`src/rtl/csc_pkg.sv`:
```
// Shared constants for the YUV->RGB pair converter: fixed-point coefficients,
// input offsets and the controller state encoding.
package csc_pkg;

    localparam logic signed [31:0] COEF_Y   = 32'sd76284;
    localparam logic signed [31:0] COEF_RV  = 32'sd104595;
    localparam logic signed [31:0] COEF_GU  = -32'sd25624;
    localparam logic signed [31:0] COEF_GV  = -32'sd53281;
    localparam logic signed [31:0] COEF_BU  = 32'sd132251;

    localparam logic signed [31:0] OFFSET_Y = 32'sd16;
    localparam logic signed [31:0] OFFSET_C = 32'sd128;

    localparam logic [3:0] LAST_STEP = 4'd9;

    typedef enum logic [1:0] {
        ST_IDLE  = 2'd0,
        ST_MUL   = 2'd1,
        ST_WRITE = 2'd2
    } csc_state_e;

endpackage

```
`src/rtl/csc_clip8.sv`:
```
// Saturates a signed 32-bit value into the unsigned 8-bit range [0,255].
module csc_clip8 (
    input  logic signed [31:0] val_i,
    output logic [7:0]         clip_o
);

    always_comb begin
        clip_o = val_i[7:0];
        if (val_i[31]) begin
            clip_o = 8'd0;
        end else if (val_i > 32'sd255) begin
            clip_o = 8'hFF;
        end
    end

endmodule

```
`src/rtl/csc_rgb_pipe.sv`:
```
// Converts one YUV pixel pair to three packed RGB words using a single shared
// multiplier stepped through ten products, then hands the words out in order.
module csc_rgb_pipe (
    input  logic        CLOCK_50_I,
    input  logic        resetn,
    input  logic        flush,
    input  logic        in_valid,
    output logic        in_ready,
    input  logic [15:0] Y_pair,
    input  logic [31:0] even_U,
    input  logic [31:0] even_V,
    input  logic [31:0] odd_U,
    input  logic [31:0] odd_V,
    output logic        out_valid,
    input  logic        out_ready,
    output logic [15:0] out_word,
    output logic [1:0]  out_index
);
    import csc_pkg::*;

    csc_state_e         state_q, state_d;
    logic [3:0]         step_q;
    logic [1:0]         idx_q;
    logic [7:0]         y_q [2];
    logic [7:0]         u_q [2];
    logic [7:0]         v_q [2];
    logic signed [31:0] prod_q;
    logic               prod_vld_q;
    logic [2:0]         prod_kind_q;
    logic               prod_pix_q;
    logic signed [31:0] acc_r_q [2];
    logic signed [31:0] acc_g_q [2];
    logic signed [31:0] acc_b_q [2];

    logic               accept;
    logic               word_done;
    logic               pix_w;
    logic [2:0]         kind_w;
    logic signed [31:0] y_s, u_s, v_s;
    logic signed [31:0] mul_a, mul_b, prod_w;
    logic [31:0]        chroma_raw [4];
    logic [7:0]         chroma_clip [4];
    logic [7:0]         ch_r [2];
    logic [7:0]         ch_g [2];
    logic [7:0]         ch_b [2];

    assign in_ready  = (state_q == ST_IDLE);
    // The last product is still in the pipeline register on the first WRITE cycle.
    assign out_valid = (state_q == ST_WRITE) && !prod_vld_q;
    assign out_index = idx_q;
    assign accept    = in_valid && in_ready && !flush;
    assign word_done = out_valid && out_ready;

    assign chroma_raw[0] = even_U;
    assign chroma_raw[1] = even_V;
    assign chroma_raw[2] = odd_U;
    assign chroma_raw[3] = odd_V;

    genvar gi;
    generate
        for (gi = 0; gi < 4; gi++) begin : g_chroma
            csc_clip8 u_clip (.val_i($signed(chroma_raw[gi])), .clip_o(chroma_clip[gi]));
        end
        for (gi = 0; gi < 2; gi++) begin : g_chan
            csc_clip8 u_clip_r (.val_i(acc_r_q[gi] >>> 16), .clip_o(ch_r[gi]));
            csc_clip8 u_clip_g (.val_i(acc_g_q[gi] >>> 16), .clip_o(ch_g[gi]));
            csc_clip8 u_clip_b (.val_i(acc_b_q[gi] >>> 16), .clip_o(ch_b[gi]));
        end
    endgenerate

    // Steps 0..4 belong to the even pixel, 5..9 to the odd pixel.
    always_comb begin
        pix_w  = 1'b0;
        kind_w = step_q[2:0];
        if (step_q >= 4'd5) begin
            pix_w  = 1'b1;
            kind_w = 3'(step_q - 4'd5);
        end
        y_s   = $signed({24'd0, y_q[pix_w]}) - OFFSET_Y;
        u_s   = $signed({24'd0, u_q[pix_w]}) - OFFSET_C;
        v_s   = $signed({24'd0, v_q[pix_w]}) - OFFSET_C;
        mul_a = COEF_BU;
        mul_b = u_s;
        case (kind_w)
            3'd0:    begin mul_a = COEF_Y;  mul_b = y_s; end
            3'd1:    begin mul_a = COEF_RV; mul_b = v_s; end
            3'd2:    begin mul_a = COEF_GU; mul_b = u_s; end
            3'd3:    begin mul_a = COEF_GV; mul_b = v_s; end
            default: ;
        endcase
        prod_w = mul_a * mul_b;
    end

    always_comb begin
        state_d = state_q;
        case (state_q)
            ST_IDLE:  if (accept) state_d = ST_MUL;
            ST_MUL:   if (step_q == LAST_STEP) state_d = ST_WRITE;
            ST_WRITE: if (word_done && idx_q == 2'd2) state_d = ST_IDLE;
            default:  state_d = ST_IDLE;
        endcase
        if (flush) begin
            state_d = ST_IDLE;
        end
    end

    always_ff @(posedge CLOCK_50_I or negedge resetn) begin
        if (!resetn) begin
            state_q <= ST_IDLE;
        end else begin
            state_q <= state_d;
        end
    end

    always_ff @(posedge CLOCK_50_I or negedge resetn) begin
        if (!resetn) begin
            step_q      <= '0;
            idx_q       <= '0;
            prod_q      <= '0;
            prod_vld_q  <= 1'b0;
            prod_kind_q <= '0;
            prod_pix_q  <= 1'b0;
            for (int i = 0; i < 2; i++) begin
                y_q[i]     <= '0;
                u_q[i]     <= '0;
                v_q[i]     <= '0;
                acc_r_q[i] <= '0;
                acc_g_q[i] <= '0;
                acc_b_q[i] <= '0;
            end
        end else if (flush) begin
            step_q     <= '0;
            idx_q      <= '0;
            prod_vld_q <= 1'b0;
            for (int i = 0; i < 2; i++) begin
                acc_r_q[i] <= '0;
                acc_g_q[i] <= '0;
                acc_b_q[i] <= '0;
            end
        end else begin
            prod_vld_q <= 1'b0;
            if (accept) begin
                y_q[0] <= Y_pair[15:8];
                y_q[1] <= Y_pair[7:0];
                u_q[0] <= chroma_clip[0];
                v_q[0] <= chroma_clip[1];
                u_q[1] <= chroma_clip[2];
                v_q[1] <= chroma_clip[3];
                step_q <= '0;
                idx_q  <= '0;
                for (int i = 0; i < 2; i++) begin
                    acc_r_q[i] <= '0;
                    acc_g_q[i] <= '0;
                    acc_b_q[i] <= '0;
                end
            end
            if (state_q == ST_MUL) begin
                prod_q      <= prod_w;
                prod_vld_q  <= 1'b1;
                prod_kind_q <= kind_w;
                prod_pix_q  <= pix_w;
                step_q      <= (step_q == LAST_STEP) ? 4'd0 : step_q + 4'd1;
            end
            if (prod_vld_q) begin
                case (prod_kind_q)
                    3'd0: begin
                        acc_r_q[prod_pix_q] <= acc_r_q[prod_pix_q] + prod_q;
                        acc_g_q[prod_pix_q] <= acc_g_q[prod_pix_q] + prod_q;
                        acc_b_q[prod_pix_q] <= acc_b_q[prod_pix_q] + prod_q;
                    end
                    3'd1:       acc_r_q[prod_pix_q] <= acc_r_q[prod_pix_q] + prod_q;
                    3'd2, 3'd3: acc_g_q[prod_pix_q] <= acc_g_q[prod_pix_q] + prod_q;
                    default:    acc_b_q[prod_pix_q] <= acc_b_q[prod_pix_q] + prod_q;
                endcase
            end
            if (word_done) begin
                idx_q <= (idx_q == 2'd2) ? 2'd0 : idx_q + 2'd1;
            end
        end
    end

    always_comb begin
        out_word = {ch_g[1], ch_b[1]};
        case (idx_q)
            2'd0:    out_word = {ch_r[0], ch_g[0]};
            2'd1:    out_word = {ch_b[0], ch_r[1]};
            default: ;
        endcase
    end

endmodule

```
`config.mk`:
```
export PLATFORM = sky130hd
export DESIGN_NAME = csc_rgb_pipe
export DESIGN_NICKNAME = d
export VERILOG_FILES = /design/src/rtl/csc_pkg.sv /design/src/rtl/csc_clip8.sv /design/src/rtl/csc_rgb_pipe.sv
export SDC_FILE = /design/constraint.sdc
export NUM_CORES = 1
export LEC_CHECK = 0
export CAP_MARGIN = 5
export CELL_PAD_IN_SITES_DETAIL_PLACEMENT = 1
export CELL_PAD_IN_SITES_GLOBAL_PLACEMENT = 1
export CORE_MARGIN = 1
export CORE_UTILIZATION = 41
export CTS_CLUSTER_DIAMETER = 150
export DETAILED_ROUTE_END_ITERATION = 8
export GPL_TIMING_DRIVEN = 0
export PLACE_DENSITY = 0.86
export SYNTH_ARGS = -nofsm -noshare
export SYNTH_HDL_FRONTEND = slang
export SYNTH_SLANG_ARGS = --single-unit
```
`constraint.sdc`:
```
create_clock -name CLOCK_50_I -period 9.7 [get_ports CLOCK_50_I]
set_input_delay 1.455 -clock CLOCK_50_I [delete_from_list [all_inputs] [get_ports CLOCK_50_I]]
set_output_delay 1.455 -clock CLOCK_50_I [all_outputs]
set_load 0.01 [all_outputs]
```
# After elaboration in Yosys (flattened, before gate mapping)
# Index checks and enable logic that the tools add are counted.
dict set report classes {
  n_addsub 9
  mul 1
  order_cmp 14
  n_eq_ne 14
  n_mux 78
  bitwise 3
  reduce_logical 21
}
# operator n
set op_table {}
lappend op_table {{64-bit 2-to-1 mux} 15}
lappend op_table {{32-bit 2-to-1 mux} 10}
lappend op_table {{8-bit 2-to-1 mux} 29}
lappend op_table {{64-bit bitwise mux} 3}
lappend op_table {{32-bit by 9-bit greater-than comparator with 1-bit output (second input constant)} 4}
lappend op_table {{32-bit case mux with 4 select lines} 1}
lappend op_table {{32-bit adder} 3}
lappend op_table {{16-bit by 9-bit greater-than comparator with 1-bit output (second input constant)} 6}
lappend op_table {{32-bit case mux with 2 select lines} 1}
lappend op_table {{32-bit demux with 1-bit select} 1}
lappend op_table {{32-bit by 32-bit multiplier with 32-bit output} 1}
lappend op_table {{16-bit case mux with 2 select lines} 1}
lappend op_table {{8-bit by 8-bit subtractor with 9-bit output (second input constant)} 2}
lappend op_table {{2-bit 2-to-1 mux} 8}
lappend op_table {{4-bit 2-to-1 mux} 4}
lappend op_table {{3-bit by 2-bit equality test with 1-bit output (second input constant)} 4}
lappend op_table {{8-bit by 5-bit subtractor with 9-bit output (second input constant)} 1}
lappend op_table {{3-bit by 1-bit equality test with 1-bit output (second input constant)} 2}
lappend op_table {{1-bit logical AND} 6}
lappend op_table {{3-bit zero test} 2}
lappend op_table {{3-bit by 2-bit != test with 1-bit output (second input constant)} 2}
lappend op_table {{2-bit case mux with 3 select lines} 1}
lappend op_table {{3-bit nonzero test} 2}
lappend op_table {{3-bit OR reduction} 2}
lappend op_table {{19 further kinds} 29}
dict set report totals {
  reg_bits 285
  in_bits 149
  out_inout_bits 20
  word_cells 159
}

# Depth between registers and ports, before layout
dict set report logic_depth {
  depth_word 9
  depth_mapped 43
}

# Modules after synthesis
# A second synthesis with hierarchy kept.
dict set report hier_totals {
  hier_cells 3272
  hier_area_um2 30147.7
}
# mod n_inst cells_per_inst area_per_inst_um2
set modules_own_cells {}
lappend modules_own_cells {csc_rgb_pipe 1 3002 28083.2}
lappend modules_own_cells {csc_clip8 10 27 206.4}

# Worst setup path after synthesis
# No wires, ideal clock.
dict set report synth_path {
  kind {reg-to-reg}
  start {register step_q[0]}
  end {register prod_q[29]}
  arrival_ns 9.279
  required_time_ns 9.567
  setup_slack_ns 0.288
  path_stages_with_launch 44
  path_buffers 6
  path_cell_list {dfrtp_1 clkbuf_1 inv_1 ha_1 nand2b_1 a21oi_2 buf_6 buf_2 buf_2 mux2i_1 ha_1 and2_1 a32oi_1 nor2b_1 buf_4 inv_2 buf_4 nand2_1 (+8 left out) fa_1 inv_1 fa_1 inv_1 fa_1 inv_1 fa_1 fa_1 ha_1 a21o_1 a21o_1 nor3_1 o211ai_1 and2_1 a211oi_1 o21ai_0 xnor2_1 o21ai_0}
}
dict set report synth_via {
  elab_chain_len 9
  elab_cells_between_ends 25
}
# element line_no
set synth_rtl {}
lappend synth_rtl {{from (decl)} csc_rgb_pipe.sv:22} ;# logic [3:0] step_q;
lappend synth_rtl {{from (signal assigned)} csc_rgb_pipe.sv:162} ;# step_q <= (step_q == LAST_STEP) ? 4'd0 : step_q + 4'd1;
lappend synth_rtl {{4-bit by 3-bit >= comparator with 1-bit output} csc_rgb_pipe.sv:75} ;# if (step_q >= 4'd5) begin
lappend synth_rtl {{1-bit 2-to-1 mux} csc_rgb_pipe.sv:75}
lappend synth_rtl {{1-bit inverter with 2-bit output (not written as such)} {csc_rgb_pipe.sv:79, csc_rgb_pipe.sv:80, csc_rgb_pipe.sv:81}}
lappend synth_rtl {{8-bit 2-to-1 mux (on tied branches) (3 in a row)} {csc_rgb_pipe.sv:80, csc_rgb_pipe.sv:79, csc_rgb_pipe.sv:81}}
lappend synth_rtl {{8-bit by 8-bit subtractor with 9-bit output, or another cell as far along} csc_rgb_pipe.sv:80} ;# u_s = $signed({24'd0, u_q[pix_w]}) - OFFSET_C;
lappend synth_rtl {{32-bit case mux with 2 select lines} csc_rgb_pipe.sv:84} ;# case (kind_w)
lappend synth_rtl {{32-bit by 32-bit multiplier with 32-bit output (*)} csc_rgb_pipe.sv:91} ;# prod_w = mul_a * mul_b;
lappend synth_rtl {{to (signal assigned)} csc_rgb_pipe.sv:158} ;# prod_q <= prod_w;
lappend synth_rtl {{to (decl)} csc_rgb_pipe.sv:27} ;# logic signed [31:0] prod_q;
# Mark *: on every way between the ends. The rest lies on a longest branch, timed or not. The select of a mux whose other input is x is not followed.
# A chain may end at the register's enable or synchronous reset.

# Final worst setup path
dict set report layout_path {
  start {register step_q[1]}
  end {register prod_q[31]}
}
# Same word-level chain as after synthesis.

==> reports/qor.yml <==
synth:
  syn_inst: 3220
  synth_top_cells_by_count: "inv_1 (403), nor2_1 (303), dfrtp_1 (285)"
  syn_nets: 3882
  async_reset_ff_share_pct: 100
  synth.largest_area_cell: "dfrtp_1"
  synthTopCellsByArea: "dfrtp_1 (25%), fa_1 (19%), ha_1 (11%), inv_1 (5.2%), mux2_2 (4.5%)"
  synth_top_area_share_pct: 24.6
  synth_ff_type: "dfrtp_1"
  synth.most_common_cell: "inv_1"
  yosysWarnings: 0
  ys_seq_elements: 285
  yosysSeqAreaShare_pct: 24.6
  synthDistinctLibCells: 87
  synth_edf_count: 0
  syn-cell-area_sq_um: 28900
  avgSynthCellArea_sq_um: 8.99
layout:
  area_growth_syn_to_layout_pct: 16.2
  fin_cells: 4419
  final_layout_size_suffix_gt1_share_pct: 9.26
  num_antenna_cells: 0
  finalNetCount: 4115
floorplanning:
  die_w_um: 268
  die_h_um: 268
  ios: 169
  rows: 97
  start_util_pct: 41.4
  dieArea_sq_um: 71700
  core_region_area_sq_um: 69900
min_path:
  min_to: "v_q[2]"
  holdPathStages: 2
  hold_class: "flop to flop"
  hp-start: "v_q[2]"
routing:
  drtPass1Iterations: 5
  vias: 26106
  ant_nets: 0
  drt_iter0_drc: 1900
  vias_per_cell: 5.91
  drt-total-wl_um: 107000
  wl_per_cell_um: 24.2
  drc: 0
cts:
  clkSinkCount: 285
  numCtsBuffers: 35
  clock_latency_ns: 0.57
  cts_root_buf: "clkbuf_16"
  cts_tree: "built"
  clock_path_buffers: 3
  htreeDepth: 2
  cts.clk_slew.worst_paths_ns: 0.06
placed_design:
  io_buffers: 164
  gp_congestion: 0.944
  dp_hpwl_um: 83200
  placed_cells: 4326
critical_path:
  end_kind: "flop"
  cp_max_fo: 10
  critPathLaunchType: "flop"
  reg2reg_from: "step_q[1]"
  slowest_stage: "fa_1"
  reg2reg_depth: 35
  cp.arrival_ns: 10.18
  cp_slowest_stage_delay_ns: 0.66
  worstSetupPathType: "flop to flop"
  r2r-end: "prod_q[31]"
  cp_data_required_time_ns: 10.14
  r2r_slack_ns: -0.04
  cp_common_cell: "fa_1"
status:
  status: "complete, but fails checks"
  violations: "setup timing"
sta:
  hold_viol: 0
  layout_setup_ws_ns: -0.0407
  slew_headroom_pct: 29.8
  fmax_mhz: 103
  setup_viol: 1
  worst_pin_slew_ns: 1.05
  post-route-period-util_pct: 100
  finalMaxSlewViolations: 0
  fin_skew_ns: 0.0340
  period_minus_slack_ns: 9.74
grt:
  grt_pass1_wl_um: 163000
  grt-ovfl-total: 0
  grt_use_total_pct: 29.6
  grt_pass1_vias: 28635
  grt_max_degree: 116
  antenna_found_initial: 1
flow_run:
  max_cap_violations: 0
[flip-flops by register name (all words and copies together) (netlist names)]
name         count
acc_b_q         64
acc_g_q         64
acc_r_q         64
prod_q          32
u_q             16
v_q             16
y_q             16
step_q           4
prod_kind_q      3
out_index        2
state_q          2
prod_pix_q       1
prod_vld_q       1
[placed cells by master (no fill, tap or decap), types with 110 or more instances in the layout]
cell type        instances
o21ai_0                141
a21oi_1                180
nand3_1                131
mux2_2                 116
fa_1                   261
clkbuf_1               110
inv_1                  396
ha_1                   239
dfrtp_1                284
nor2_1                 296
clkdlybuf4s50_1        163
nand2_1                276
[timing repair]
action,CTS,global route
hold buffers,0,0
endpoints found under the setup margin,15,11
pin swaps,7,18
resized for setup,46,53
setup buffers,10,23
[routing by layer]
metal,track usage [%],vias up,wire length (um)
li1,-,11389,-
met1,36.4,13153,42100
met2,50.0,1170,51500
met4,15.7,2,6350
met3,4.56,392,7140
met5,0,-,16
[cell type report]
cell class / count / area (sq um)
multi-input combinational: 2398 / 20100
clock buffer: 38 / 907
fill: 8136 / 36300
sequential: 285 / 7130
inverter: 407 / 1550
tap: 940 / 1180
timing repair buffer: 199 / 1970
clock inverter: 25 / 249
buffer: 127 / 558
[worst max-delay path by stage]
stage                     slack [ns]       from          to
after floorplan                 0.29  step_q[0]  prod_q[29]
after global placement         -5.50     resetn     v_q[12]
after detailed placement       -1.33  step_q[0]  prod_q[29]
after CTS                       0.02  step_q[0]  prod_q[30]
after global routing           -0.20  step_q[1]  prod_q[30]
final                          -0.04  step_q[1]  prod_q[31]
[cells by family (layout without fill, tap and decap cells)]
logic type | after synthesis | after routing | synth area share (%)
AO/OA/AOI/OAI | 683 | 683 | 15.2
XOR/XNOR | 145 | 145 | 4.45
adder cells (fa/ha/maj) | 513 | 513 | 29.2
buffers and inverters | 537 | 796 | 7.05
flip-flops | 285 | 285 | 24.6
multiplexers | 132 | 132 | 5.08
AND/OR/NAND/NOR | 925 | 925 | 14.5
[stage by stage]
step / setup TNS (ns) / worst slack [ns] / hold WS, ns / area (sq um) / utilization (%)
floorplan: 0 / 0.288 / 0.443 / 28900 / -
global placement: -1557.29 / -5.50 / 0.456 / 31800 / 45.4
detailed placement: -11.93 / -1.33 / 0.466 / 31800 / 45.5
CTS: 0 / 0.0214 / 0.479 / 33200 / 47.5
global route: -0.941 / -0.199 / 0.503 / 33600 / 48.1
finish: -0.0407 / -0.0407 / 0.473 / 33600 / 48.1
[critical path: cells and delay by family, from the launching register on]
family	cells	cell delay, ns
adder cells (fa/ha/maj)	9	4.55
XOR/XNOR	9	1.91
buffers and inverters	10	1.26
AO/OA/AOI/OAI	5	1.05
AND/OR/NAND/NOR	2	0.45
flip-flops	1	0.41
Power is left out: the tool's default activity adds up to more than one toggle a clock period on the data nets, which glitch-free logic cannot reach.
